[src/rtl/fb_arbiter_if.sv]
// Burst command channel between the frame-buffer arbiter and the SDRAM controller.
// The arbiter drives the command fields; the controller answers with ready and a
// completion pulse for each accepted burst.
interface fb_arbiter_if #(
   parameter int ADDR_W = 24
);
   logic              cmd_valid;
   logic              cmd_ready;
   logic              cmd_write;
   logic [ADDR_W-1:0] cmd_addr;
   logic [8:0]        cmd_len;
   logic              burst_done;

   modport master (
      output cmd_valid, cmd_write, cmd_addr, cmd_len,
      input  cmd_ready, burst_done
   );

   modport slave (
      input  cmd_valid, cmd_write, cmd_addr, cmd_len,
      output cmd_ready, burst_done
   );
endinterface

[src/rtl/fb_arbiter.sv]
// Frame-buffer burst arbiter: schedules camera write bursts and display read
// bursts to a shared SDRAM, tracks per-frame word pointers and hands completed
// camera frames (ping-pong banks) over to the display path.
module fb_arbiter #(
   parameter int BURST_LEN     = 256,
   parameter int FRAME_WORDS   = 307200,
   parameter int ADDR_W        = 24,
   parameter int FIFO_LW       = 11,
   parameter int RD_FIFO_DEPTH = 1024
) (
   input  logic               clk_i,
   input  logic               rst_i,
   input  logic               init_done_i,
   input  logic               wr_frame_start_i,
   input  logic [FIFO_LW-1:0] wr_fifo_level_i,
   input  logic               rd_frame_start_i,
   input  logic [FIFO_LW-1:0] rd_fifo_level_i,
   fb_arbiter_if.master       cmd,
   output logic               wr_bank_o,
   output logic               rd_bank_o,
   output logic               frame_ready_o,
   output logic [7:0]         drop_cnt_o
);

   localparam int PTR_W = ADDR_W - 1;
   localparam logic [PTR_W-1:0]   FRAME_W = PTR_W'(FRAME_WORDS);
   localparam logic [PTR_W-1:0]   BURST_W = PTR_W'(BURST_LEN);
   localparam logic [8:0]         LEN_MAX = 9'(BURST_LEN);
   localparam logic [FIFO_LW:0]   DEPTH_W = (FIFO_LW+1)'(RD_FIFO_DEPTH);

   localparam logic [2:0] S_IDLE    = 3'd0;
   localparam logic [2:0] S_WR_CMD  = 3'd1;
   localparam logic [2:0] S_WR_WAIT = 3'd2;
   localparam logic [2:0] S_RD_CMD  = 3'd3;
   localparam logic [2:0] S_RD_WAIT = 3'd4;

   logic [2:0]        state_q, state_d;
   logic              cmd_valid_q, cmd_valid_d;
   logic              cmd_write_q, cmd_write_d;
   logic [ADDR_W-1:0] cmd_addr_q, cmd_addr_d;
   logic [8:0]        cmd_len_q, cmd_len_d;
   logic [PTR_W-1:0]  wr_ptr_q, wr_ptr_d, rd_ptr_q, rd_ptr_d;
   logic              wr_active_q, wr_active_d, rd_active_q, rd_active_d;
   logic              wr_pend_q, wr_pend_d, rd_pend_q, rd_pend_d;
   logic              wr_bank_q, wr_bank_d, rd_bank_q, rd_bank_d;
   logic              done_bank_q, done_bank_d;
   logic              frame_ready_q, frame_ready_d;
   logic [7:0]        drop_cnt_q, drop_cnt_d;
   logic              last_wr_q, last_wr_d;

   logic [PTR_W-1:0]  wr_rem_s, rd_rem_s;
   logic [8:0]        wlen_s, rlen_s;
   logic              wr_elig_s, rd_elig_s;
   logic              wr_busy_s, rd_busy_s, wr_done_s, rd_done_s;
   logic              wr_start_s, rd_start_s;

   assign cmd.cmd_valid = cmd_valid_q;
   assign cmd.cmd_write = cmd_write_q;
   assign cmd.cmd_addr  = cmd_addr_q;
   assign cmd.cmd_len   = cmd_len_q;
   assign wr_bank_o     = wr_bank_q;
   assign rd_bank_o     = rd_bank_q;
   assign frame_ready_o = frame_ready_q;
   assign drop_cnt_o    = drop_cnt_q;

   // Burst lengths and eligibility; a requester whose frame is restarting this
   // cycle is held back so its command never carries a stale pointer.
   always_comb begin
      wr_rem_s  = FRAME_W - wr_ptr_q;
      rd_rem_s  = FRAME_W - rd_ptr_q;
      wlen_s    = (wr_rem_s >= BURST_W) ? LEN_MAX : wr_rem_s[8:0];
      rlen_s    = (rd_rem_s >= BURST_W) ? LEN_MAX : rd_rem_s[8:0];
      wr_elig_s = init_done_i & wr_active_q & (wr_ptr_q < FRAME_W) &
                  (wr_fifo_level_i >= FIFO_LW'(wlen_s)) & ~wr_frame_start_i;
      rd_elig_s = init_done_i & rd_active_q & (rd_ptr_q < FRAME_W) &
                  (({1'b0, rd_fifo_level_i} + (FIFO_LW+1)'(rlen_s)) <= DEPTH_W) &
                  ~rd_frame_start_i;
   end

   // Frame starts: applied at once when the requester is not mid-burst,
   // otherwise held pending until its burst_done.
   always_comb begin
      wr_busy_s  = (state_q == S_WR_CMD) || (state_q == S_WR_WAIT);
      rd_busy_s  = (state_q == S_RD_CMD) || (state_q == S_RD_WAIT);
      wr_done_s  = (state_q == S_WR_WAIT) && cmd.burst_done;
      rd_done_s  = (state_q == S_RD_WAIT) && cmd.burst_done;
      wr_start_s = wr_busy_s ? (wr_done_s & (wr_pend_q | wr_frame_start_i)) : wr_frame_start_i;
      rd_start_s = rd_busy_s ? (rd_done_s & (rd_pend_q | rd_frame_start_i)) : rd_frame_start_i;
      wr_pend_d  = (wr_busy_s && !wr_done_s) ? (wr_pend_q | wr_frame_start_i) : 1'b0;
      rd_pend_d  = (rd_busy_s && !rd_done_s) ? (rd_pend_q | rd_frame_start_i) : 1'b0;
   end

   // Pointer advance, frame completion, then pending/immediate frame start.
   always_comb begin
      wr_ptr_d      = wr_ptr_q;
      rd_ptr_d      = rd_ptr_q;
      wr_active_d   = wr_active_q;
      rd_active_d   = rd_active_q;
      wr_bank_d     = wr_bank_q;
      rd_bank_d     = rd_bank_q;
      done_bank_d   = done_bank_q;
      frame_ready_d = frame_ready_q;
      drop_cnt_d    = drop_cnt_q;
      if (wr_done_s) begin
         wr_ptr_d = wr_ptr_q + PTR_W'(cmd_len_q);
         if (wr_ptr_d == FRAME_W) begin
            frame_ready_d = 1'b1;
            done_bank_d   = wr_bank_q;
            wr_bank_d     = ~wr_bank_q;
            wr_active_d   = 1'b0;
         end else begin
            wr_active_d   = wr_active_q;
         end
      end else begin
         wr_ptr_d = wr_ptr_q;
      end
      if (wr_start_s) begin
         if (wr_active_d && (wr_ptr_d < FRAME_W)) begin
            drop_cnt_d = (drop_cnt_q == 8'hFF) ? 8'hFF : drop_cnt_q + 8'd1;
         end else begin
            drop_cnt_d = drop_cnt_q;
         end
         wr_ptr_d    = '0;
         wr_active_d = 1'b1;
      end else begin
         wr_active_d = wr_active_d;
      end
      if (rd_done_s) begin
         rd_ptr_d = rd_ptr_q + PTR_W'(cmd_len_q);
         if (rd_ptr_d == FRAME_W) begin
            rd_active_d = 1'b0;
         end else begin
            rd_active_d = rd_active_q;
         end
      end else begin
         rd_ptr_d = rd_ptr_q;
      end
      if (rd_start_s && frame_ready_d) begin
         rd_bank_d   = done_bank_d;
         rd_ptr_d    = '0;
         rd_active_d = 1'b1;
      end else begin
         rd_bank_d   = rd_bank_q;
      end
   end

   // Command FSM: round-robin grant in IDLE, hold until accepted, wait for completion.
   always_comb begin
      state_d     = state_q;
      cmd_valid_d = cmd_valid_q;
      cmd_write_d = cmd_write_q;
      cmd_addr_d  = cmd_addr_q;
      cmd_len_d   = cmd_len_q;
      last_wr_d   = last_wr_q;
      case (state_q)
         S_IDLE: begin
            if (wr_elig_s && (!rd_elig_s || !last_wr_q)) begin
               state_d     = S_WR_CMD;
               cmd_valid_d = 1'b1;
               cmd_write_d = 1'b1;
               cmd_addr_d  = {wr_bank_q, wr_ptr_q};
               cmd_len_d   = wlen_s;
               last_wr_d   = 1'b1;
            end else if (rd_elig_s) begin
               state_d     = S_RD_CMD;
               cmd_valid_d = 1'b1;
               cmd_write_d = 1'b0;
               cmd_addr_d  = {rd_bank_q, rd_ptr_q};
               cmd_len_d   = rlen_s;
               last_wr_d   = 1'b0;
            end else begin
               state_d     = S_IDLE;
            end
         end
         S_WR_CMD, S_RD_CMD: begin
            if (cmd.cmd_ready) begin
               state_d     = (state_q == S_WR_CMD) ? S_WR_WAIT : S_RD_WAIT;
               cmd_valid_d = 1'b0;
            end else begin
               state_d     = state_q;
            end
         end
         S_WR_WAIT, S_RD_WAIT: begin
            if (cmd.burst_done) begin
               state_d = S_IDLE;
            end else begin
               state_d = state_q;
            end
         end
         default: begin
            state_d     = S_IDLE;
            cmd_valid_d = 1'b0;
         end
      endcase
   end

   // State and output registers with synchronous reset.
   always_ff @(posedge clk_i) begin
      if (rst_i) begin
         state_q       <= S_IDLE;
         cmd_valid_q   <= 1'b0;
         cmd_write_q   <= 1'b0;
         cmd_addr_q    <= '0;
         cmd_len_q     <= 9'd0;
         wr_ptr_q      <= '0;
         rd_ptr_q      <= '0;
         wr_active_q   <= 1'b0;
         rd_active_q   <= 1'b0;
         wr_pend_q     <= 1'b0;
         rd_pend_q     <= 1'b0;
         wr_bank_q     <= 1'b0;
         rd_bank_q     <= 1'b0;
         done_bank_q   <= 1'b0;
         frame_ready_q <= 1'b0;
         drop_cnt_q    <= 8'd0;
         last_wr_q     <= 1'b0;
      end else begin
         state_q       <= state_d;
         cmd_valid_q   <= cmd_valid_d;
         cmd_write_q   <= cmd_write_d;
         cmd_addr_q    <= cmd_addr_d;
         cmd_len_q     <= cmd_len_d;
         wr_ptr_q      <= wr_ptr_d;
         rd_ptr_q      <= rd_ptr_d;
         wr_active_q   <= wr_active_d;
         rd_active_q   <= rd_active_d;
         wr_pend_q     <= wr_pend_d;
         rd_pend_q     <= rd_pend_d;
         wr_bank_q     <= wr_bank_d;
         rd_bank_q     <= rd_bank_d;
         done_bank_q   <= done_bank_d;
         frame_ready_q <= frame_ready_d;
         drop_cnt_q    <= drop_cnt_d;
         last_wr_q     <= last_wr_d;
      end
   end

endmodule
[src/flat_wrapper.sv]
// flat-port wrapper written by rule: the top's interface ports become plain ports
module fb_arbiter_flat 
#(
   parameter int BURST_LEN     = 256,
   parameter int FRAME_WORDS   = 307200,
   parameter int ADDR_W        = 24,
   parameter int FIFO_LW       = 11,
   parameter int RD_FIFO_DEPTH = 1024
)
  (clk_i, rst_i, init_done_i, wr_frame_start_i, wr_fifo_level_i, rd_frame_start_i, rd_fifo_level_i, wr_bank_o, rd_bank_o, frame_ready_o, drop_cnt_o, cmd_cmd_valid, cmd_cmd_write, cmd_cmd_addr, cmd_cmd_len, cmd_cmd_ready, cmd_burst_done);
  fb_arbiter_if #(.ADDR_W(ADDR_W)) cmd_i ();
  input  logic clk_i;
  input  logic rst_i;
  input  logic init_done_i;
  input  logic wr_frame_start_i;
  input  logic [FIFO_LW-1:0] wr_fifo_level_i;
  input  logic rd_frame_start_i;
  input  logic [FIFO_LW-1:0] rd_fifo_level_i;
  output logic wr_bank_o;
  output logic rd_bank_o;
  output logic frame_ready_o;
  output logic [7:0] drop_cnt_o;
  output wire logic [$bits(cmd_i.cmd_valid)-1:0] cmd_cmd_valid;
  output wire logic [$bits(cmd_i.cmd_write)-1:0] cmd_cmd_write;
  output wire logic [$bits(cmd_i.cmd_addr)-1:0] cmd_cmd_addr;
  output wire logic [$bits(cmd_i.cmd_len)-1:0] cmd_cmd_len;
  input wire logic [$bits(cmd_i.cmd_ready)-1:0] cmd_cmd_ready;
  input wire logic [$bits(cmd_i.burst_done)-1:0] cmd_burst_done;
  assign cmd_cmd_valid = cmd_i.cmd_valid;
  assign cmd_cmd_write = cmd_i.cmd_write;
  assign cmd_cmd_addr = cmd_i.cmd_addr;
  assign cmd_cmd_len = cmd_i.cmd_len;
  assign cmd_i.cmd_ready = cmd_cmd_ready;
  assign cmd_i.burst_done = cmd_burst_done;
  fb_arbiter #(.BURST_LEN(BURST_LEN), .FRAME_WORDS(FRAME_WORDS), .ADDR_W(ADDR_W), .FIFO_LW(FIFO_LW), .RD_FIFO_DEPTH(RD_FIFO_DEPTH)) u_core (.clk_i(clk_i), .rst_i(rst_i), .init_done_i(init_done_i), .wr_frame_start_i(wr_frame_start_i), .wr_fifo_level_i(wr_fifo_level_i), .rd_frame_start_i(rd_frame_start_i), .rd_fifo_level_i(rd_fifo_level_i), .cmd(cmd_i), .wr_bank_o(wr_bank_o), .rd_bank_o(rd_bank_o), .frame_ready_o(frame_ready_o), .drop_cnt_o(drop_cnt_o));
endmodule
[config.mk]
export PLATFORM = sky130hd
export DESIGN_NAME = fb_arbiter_flat
export DESIGN_NICKNAME = d
export VERILOG_FILES = /design/src/rtl/fb_arbiter_if.sv /design/src/rtl/fb_arbiter.sv /design/src/flat_wrapper.sv
export SDC_FILE = /design/constraint.sdc
export NUM_CORES = 1
export LEC_CHECK = 0
export BUFFER_PORTS_ARGS = -buffer_cell sky130_fd_sc_hd__clkbuf_2
export CAP_MARGIN = 10
export CORE_UTILIZATION = 40
export DETAILED_ROUTE_END_ITERATION = 6
export PLACE_DENSITY_LB_ADDON = 0.15
export SLEW_MARGIN = 20
export SYNTH_ARGS = -nofsm -noshare
export SYNTH_HDL_FRONTEND = slang
export SYNTH_SLANG_ARGS = --single-unit
[constraint.sdc]
create_clock -name clk_i -period 6.4 [get_ports clk_i]
set_input_delay 0 -clock clk_i [delete_from_list [all_inputs] [get_ports clk_i]]
set_output_delay 0 -clock clk_i [all_outputs]
set_load 0.005 [all_outputs]
==> impl_results.md <==
- DRC: 6
- Layout area overhead: 10.3%
- Drt wl/cell: 19.0 um
- Synth Area in Compound Gates: 0.242
- Routed Antenna Nets: 0
- Top_reg_cell synth: dfxtp_1
- Design area: slightly above 8000 sq um
- Number of synthesized flops with an enable pin: 0
- Number of CTS-inserted buffers: 9
- CP top delay family: compound AO/OA/AOI/OAI gates
- Final setup vio count: 0
- PwrDens: ~160 nW/um^2
- WP buf/inv: 1
- Post-Route Utilization: 0.455
- Final Hold Fails: 0
- First-pass GRT wire length: 36.9 mm
- Clock tree sinks: 100
- Worst IR Drop VDD: around 0.00015 V
- Grt ovf: 0
- Unrepaired setup endpoints after global routing: false
- Synthesized cell area: 7480 sq um
- Max FO, Critical Path: 21
- Fin nets: 1057
- Seq/Total Area, Yosys: 0.267
- Largest family of logic cells by synthesized area: simple AND/OR/NAND/NOR gates
- Setup tns final: 0 ps
- First drt pass iteration count: 7
- Max Cap Violations: 0
- Arrival @ worst endpoint: just over 6000 ps
- Routability cong.: between 0.9 and 1
- Initial antenna violation count: 0
- Crit-path slowest cell: or3_1
- Syn avg cell area: approximately 8 sq um
- IO Pins: 75
- Critical Path RT: 6650 ps
- Number of global-route vias before repair: around 6600
- CTS tree: done
- Register area: ~2000 sq um
- Largest net degree at the start of global routing: 26
- Number of diodes: 0
- # Post-CTS Setup Buffers: 0
- Iter 0 DRT Violations: between 500 and 600
- Ys async rst share: 0
- Worst rel slew slack: 0.414
- Min-delay worst type: input port to register
- Vias per cell: between 5 and 6
- Xor and xnor fraction of the mapped netlist area: 0.0784
- CP Capture Type: register
- Longest Clk Path Bufs: 2
- Yosys reg bits: 100
- Adder-cell area share of the yosys netlist: 0.0746
- Failing checks: DRC
- Leakage: between 0.003 and 0.004 uW
- Hold_ws: about 46 ps
- Share of layout cells above drive strength 1: 0.125
- Synth unique cells: 99
- Final period utilization: 0.929
- Vias: about 7200
- Most common cell in the netlist: nor2_1
- Row cnt: 49
- Post-Place Cell Area: slightly below 8000 sq um
- Filler cell count: 1881
- Setup Skew: around 8.5 ps
- Synthesized instance count: 950
- Fin crit period: between 5000 and 6000 ps
- Clock-pin slew on the worst setup and hold paths: roughly 70 ps
- Critical-path cell list: or3_1, or3_1, o41ai_1, xnor2_1, nand4_1, a211oi_2, nand4_2, nor2_1, ha_1, a21o_1, a2111o_1, o21ai_0, o2111ai_1, a2111oi_2, nand3_2, a21oi_1, a2111oi_4, buf_4, a311o_1
- Cell mode on critical path: or3_1
- Max Clk Rate: about 170 MHz
- Synth area leader: dfxtp_1
- Routed Wire Length: ~23 mm
- Mux cell area share after synthesis: 0.0109
- Top cell type's share of synthesized area: 0.267
- Status: finished, violations left
- CTS H-Tree Depth: 3
- Synth top area cells: dfxtp_1, ha_1, xnor2_1, nor2_1, a21oi_1
- Placed cell count: around 1200
- Final Non-Filler Cells: 1220
- Worst-skew pair later-pin latency: between 300 and 400 ps
- Die X: about 140 um
- Number of synthesis warnings: 0
- Crit Path Class: register to register
- Slew @ Worst Pin: 879 ps
- Multi-input logic area: between 5000 and 6000 sq um
- Starting Density: 0.412
- CP peak stage delay: between 400 and 500 ps
- Net count of the mapped netlist: between 1000 and 1500
- CTS root buffer: clkbuf_16
- Synth Area in Simple Gates: 0.264
- Synth cell count leaders: nor2_1, dfxtp_1, nand2_1
- Post-DP HPWL: 17.6 mm
- Core ar.: approximately 18000 sq um
- Tot GR Track Use: 0.242
- Startpoint Class: register
- Die H: between 100 and 150 um
- Slew Viols, Final: 0
- I/O Buffers: 74
- DIE AREA: 19300 sq um
==> tightest hold or removal path: cells and delay by family <==
family          cells  cell delay [ps]
compound gates      1              170
buf+inv             1              130
simple gates        1               50
==> power by group <==
group	leakage, uW	switching, uW	total, uW	internal (uW)
Sequential	0.000806	3.82	628	624
Clock	0.000160	267	616	349
Combinational	0.00220	42.3	67.9	25.5
Total	0.00316	313	1310	999
==> worst paths after layout <==
kind | start | end | slack, ps | depth (start not counted)
worst min-delay path | wr_frame_start_i | u_core.wr_pend_q | 50 | 3
worst max-delay path | u_core.rd_ptr_q[9] | u_core.cmd.cmd_len[1] | 460 | 19
worst max register to register | u_core.rd_ptr_q[9] | u_core.cmd.cmd_len[1] | 460 | 19
worst min register to register | u_core.rd_pend_q | u_core.rd_pend_q | 480 | 2
==> logic make-up (layout without fill, tap and decap cells) <==
family	count (synthesis)	count (layout)
DFF	100	100
buffers and inverters	107	148
xor gates and xnor gates	67	67
muxes	8	8
adders and majority gates	43	43
AOI/OAI and AO/OA	242	242
and+or+nand+nor	383	383
==> layout make-up <==
type / count / area share
clock buffer: 10 / 0.0277
clock inverter: 6 / 0.0117
inverter: 52 / 0.0236
multi-input combinational: 743 / 0.609
sequential: 100 / 0.243
tap: 229 / 0.0347
timing repair buffer: 80 / 0.0509
==> what timing repair did <==
item | in CTS | in global routing
endpoints found under the hold margin | 2 | 0
resized for setup | 0 | 0
hold buffers | 2 | 0
==> flip-flops by register name, summed over array words and instances, names as in the netlist, 3 cells and up <==
| name | cells |
|---|---|
| u_core.cmd.cmd_addr | 24 |
| u_core.rd_ptr_q | 23 |
| u_core.wr_ptr_q | 23 |
| u_core.cmd.cmd_len | 9 |
| u_core.drop_cnt_o | 8 |
| u_core.state_q | 3 |
==> placed cells by master, fill, tap and decap left out, drive strengths merged, types with 5 or more instances in the layout <==
| cell type | instances |
|---|---|
| o21a | 5 |
| dfxtp | 100 |
| nand2 | 81 |
| nor2 | 110 |
| a2111oi | 5 |
| or4 | 5 |
| a311oi | 6 |
| nand2b | 6 |
| xnor2 | 47 |
| a21o | 9 |
| xor2 | 20 |
| a221o | 20 |
| or3 | 21 |
| mux2i | 7 |
| o31ai | 6 |
| nand3 | 35 |
| o211ai | 14 |
| ha | 39 |
| inv | 54 |
| nor4 | 12 |
| and2 | 8 |
| nand4 | 18 |
| a211oi | 16 |
| o41ai | 5 |
| nor3 | 35 |
| o21ai | 30 |
| nor2b | 10 |
| and4 | 5 |
| a21oi | 66 |
| clkbuf | 84 |
| and3 | 17 |
| nor4b | 6 |
==> metal layers <==
metal | routed length (um) | vias to the layer above | GRT usage
met2 | 10300 | 219 | 0.379
met1 | 11000 | 3382 | 0.335
met4 | 546 | 0 | 0.0801
met5 | 0 | - | 0
met3 | 1260 | 33 | 0.0421
li1 | - | 3579 | -
==> per-stage QoR <==
stage	worst slack, ps	total power, uW
3_3_place_gp	563	709
2_1_floorplan	1230	685
3_5_place_dp	491	709
6_report	456	1310
5_1_grt	147	1360
4_1_cts	471	1330
(Power assumes the default switching activity.)
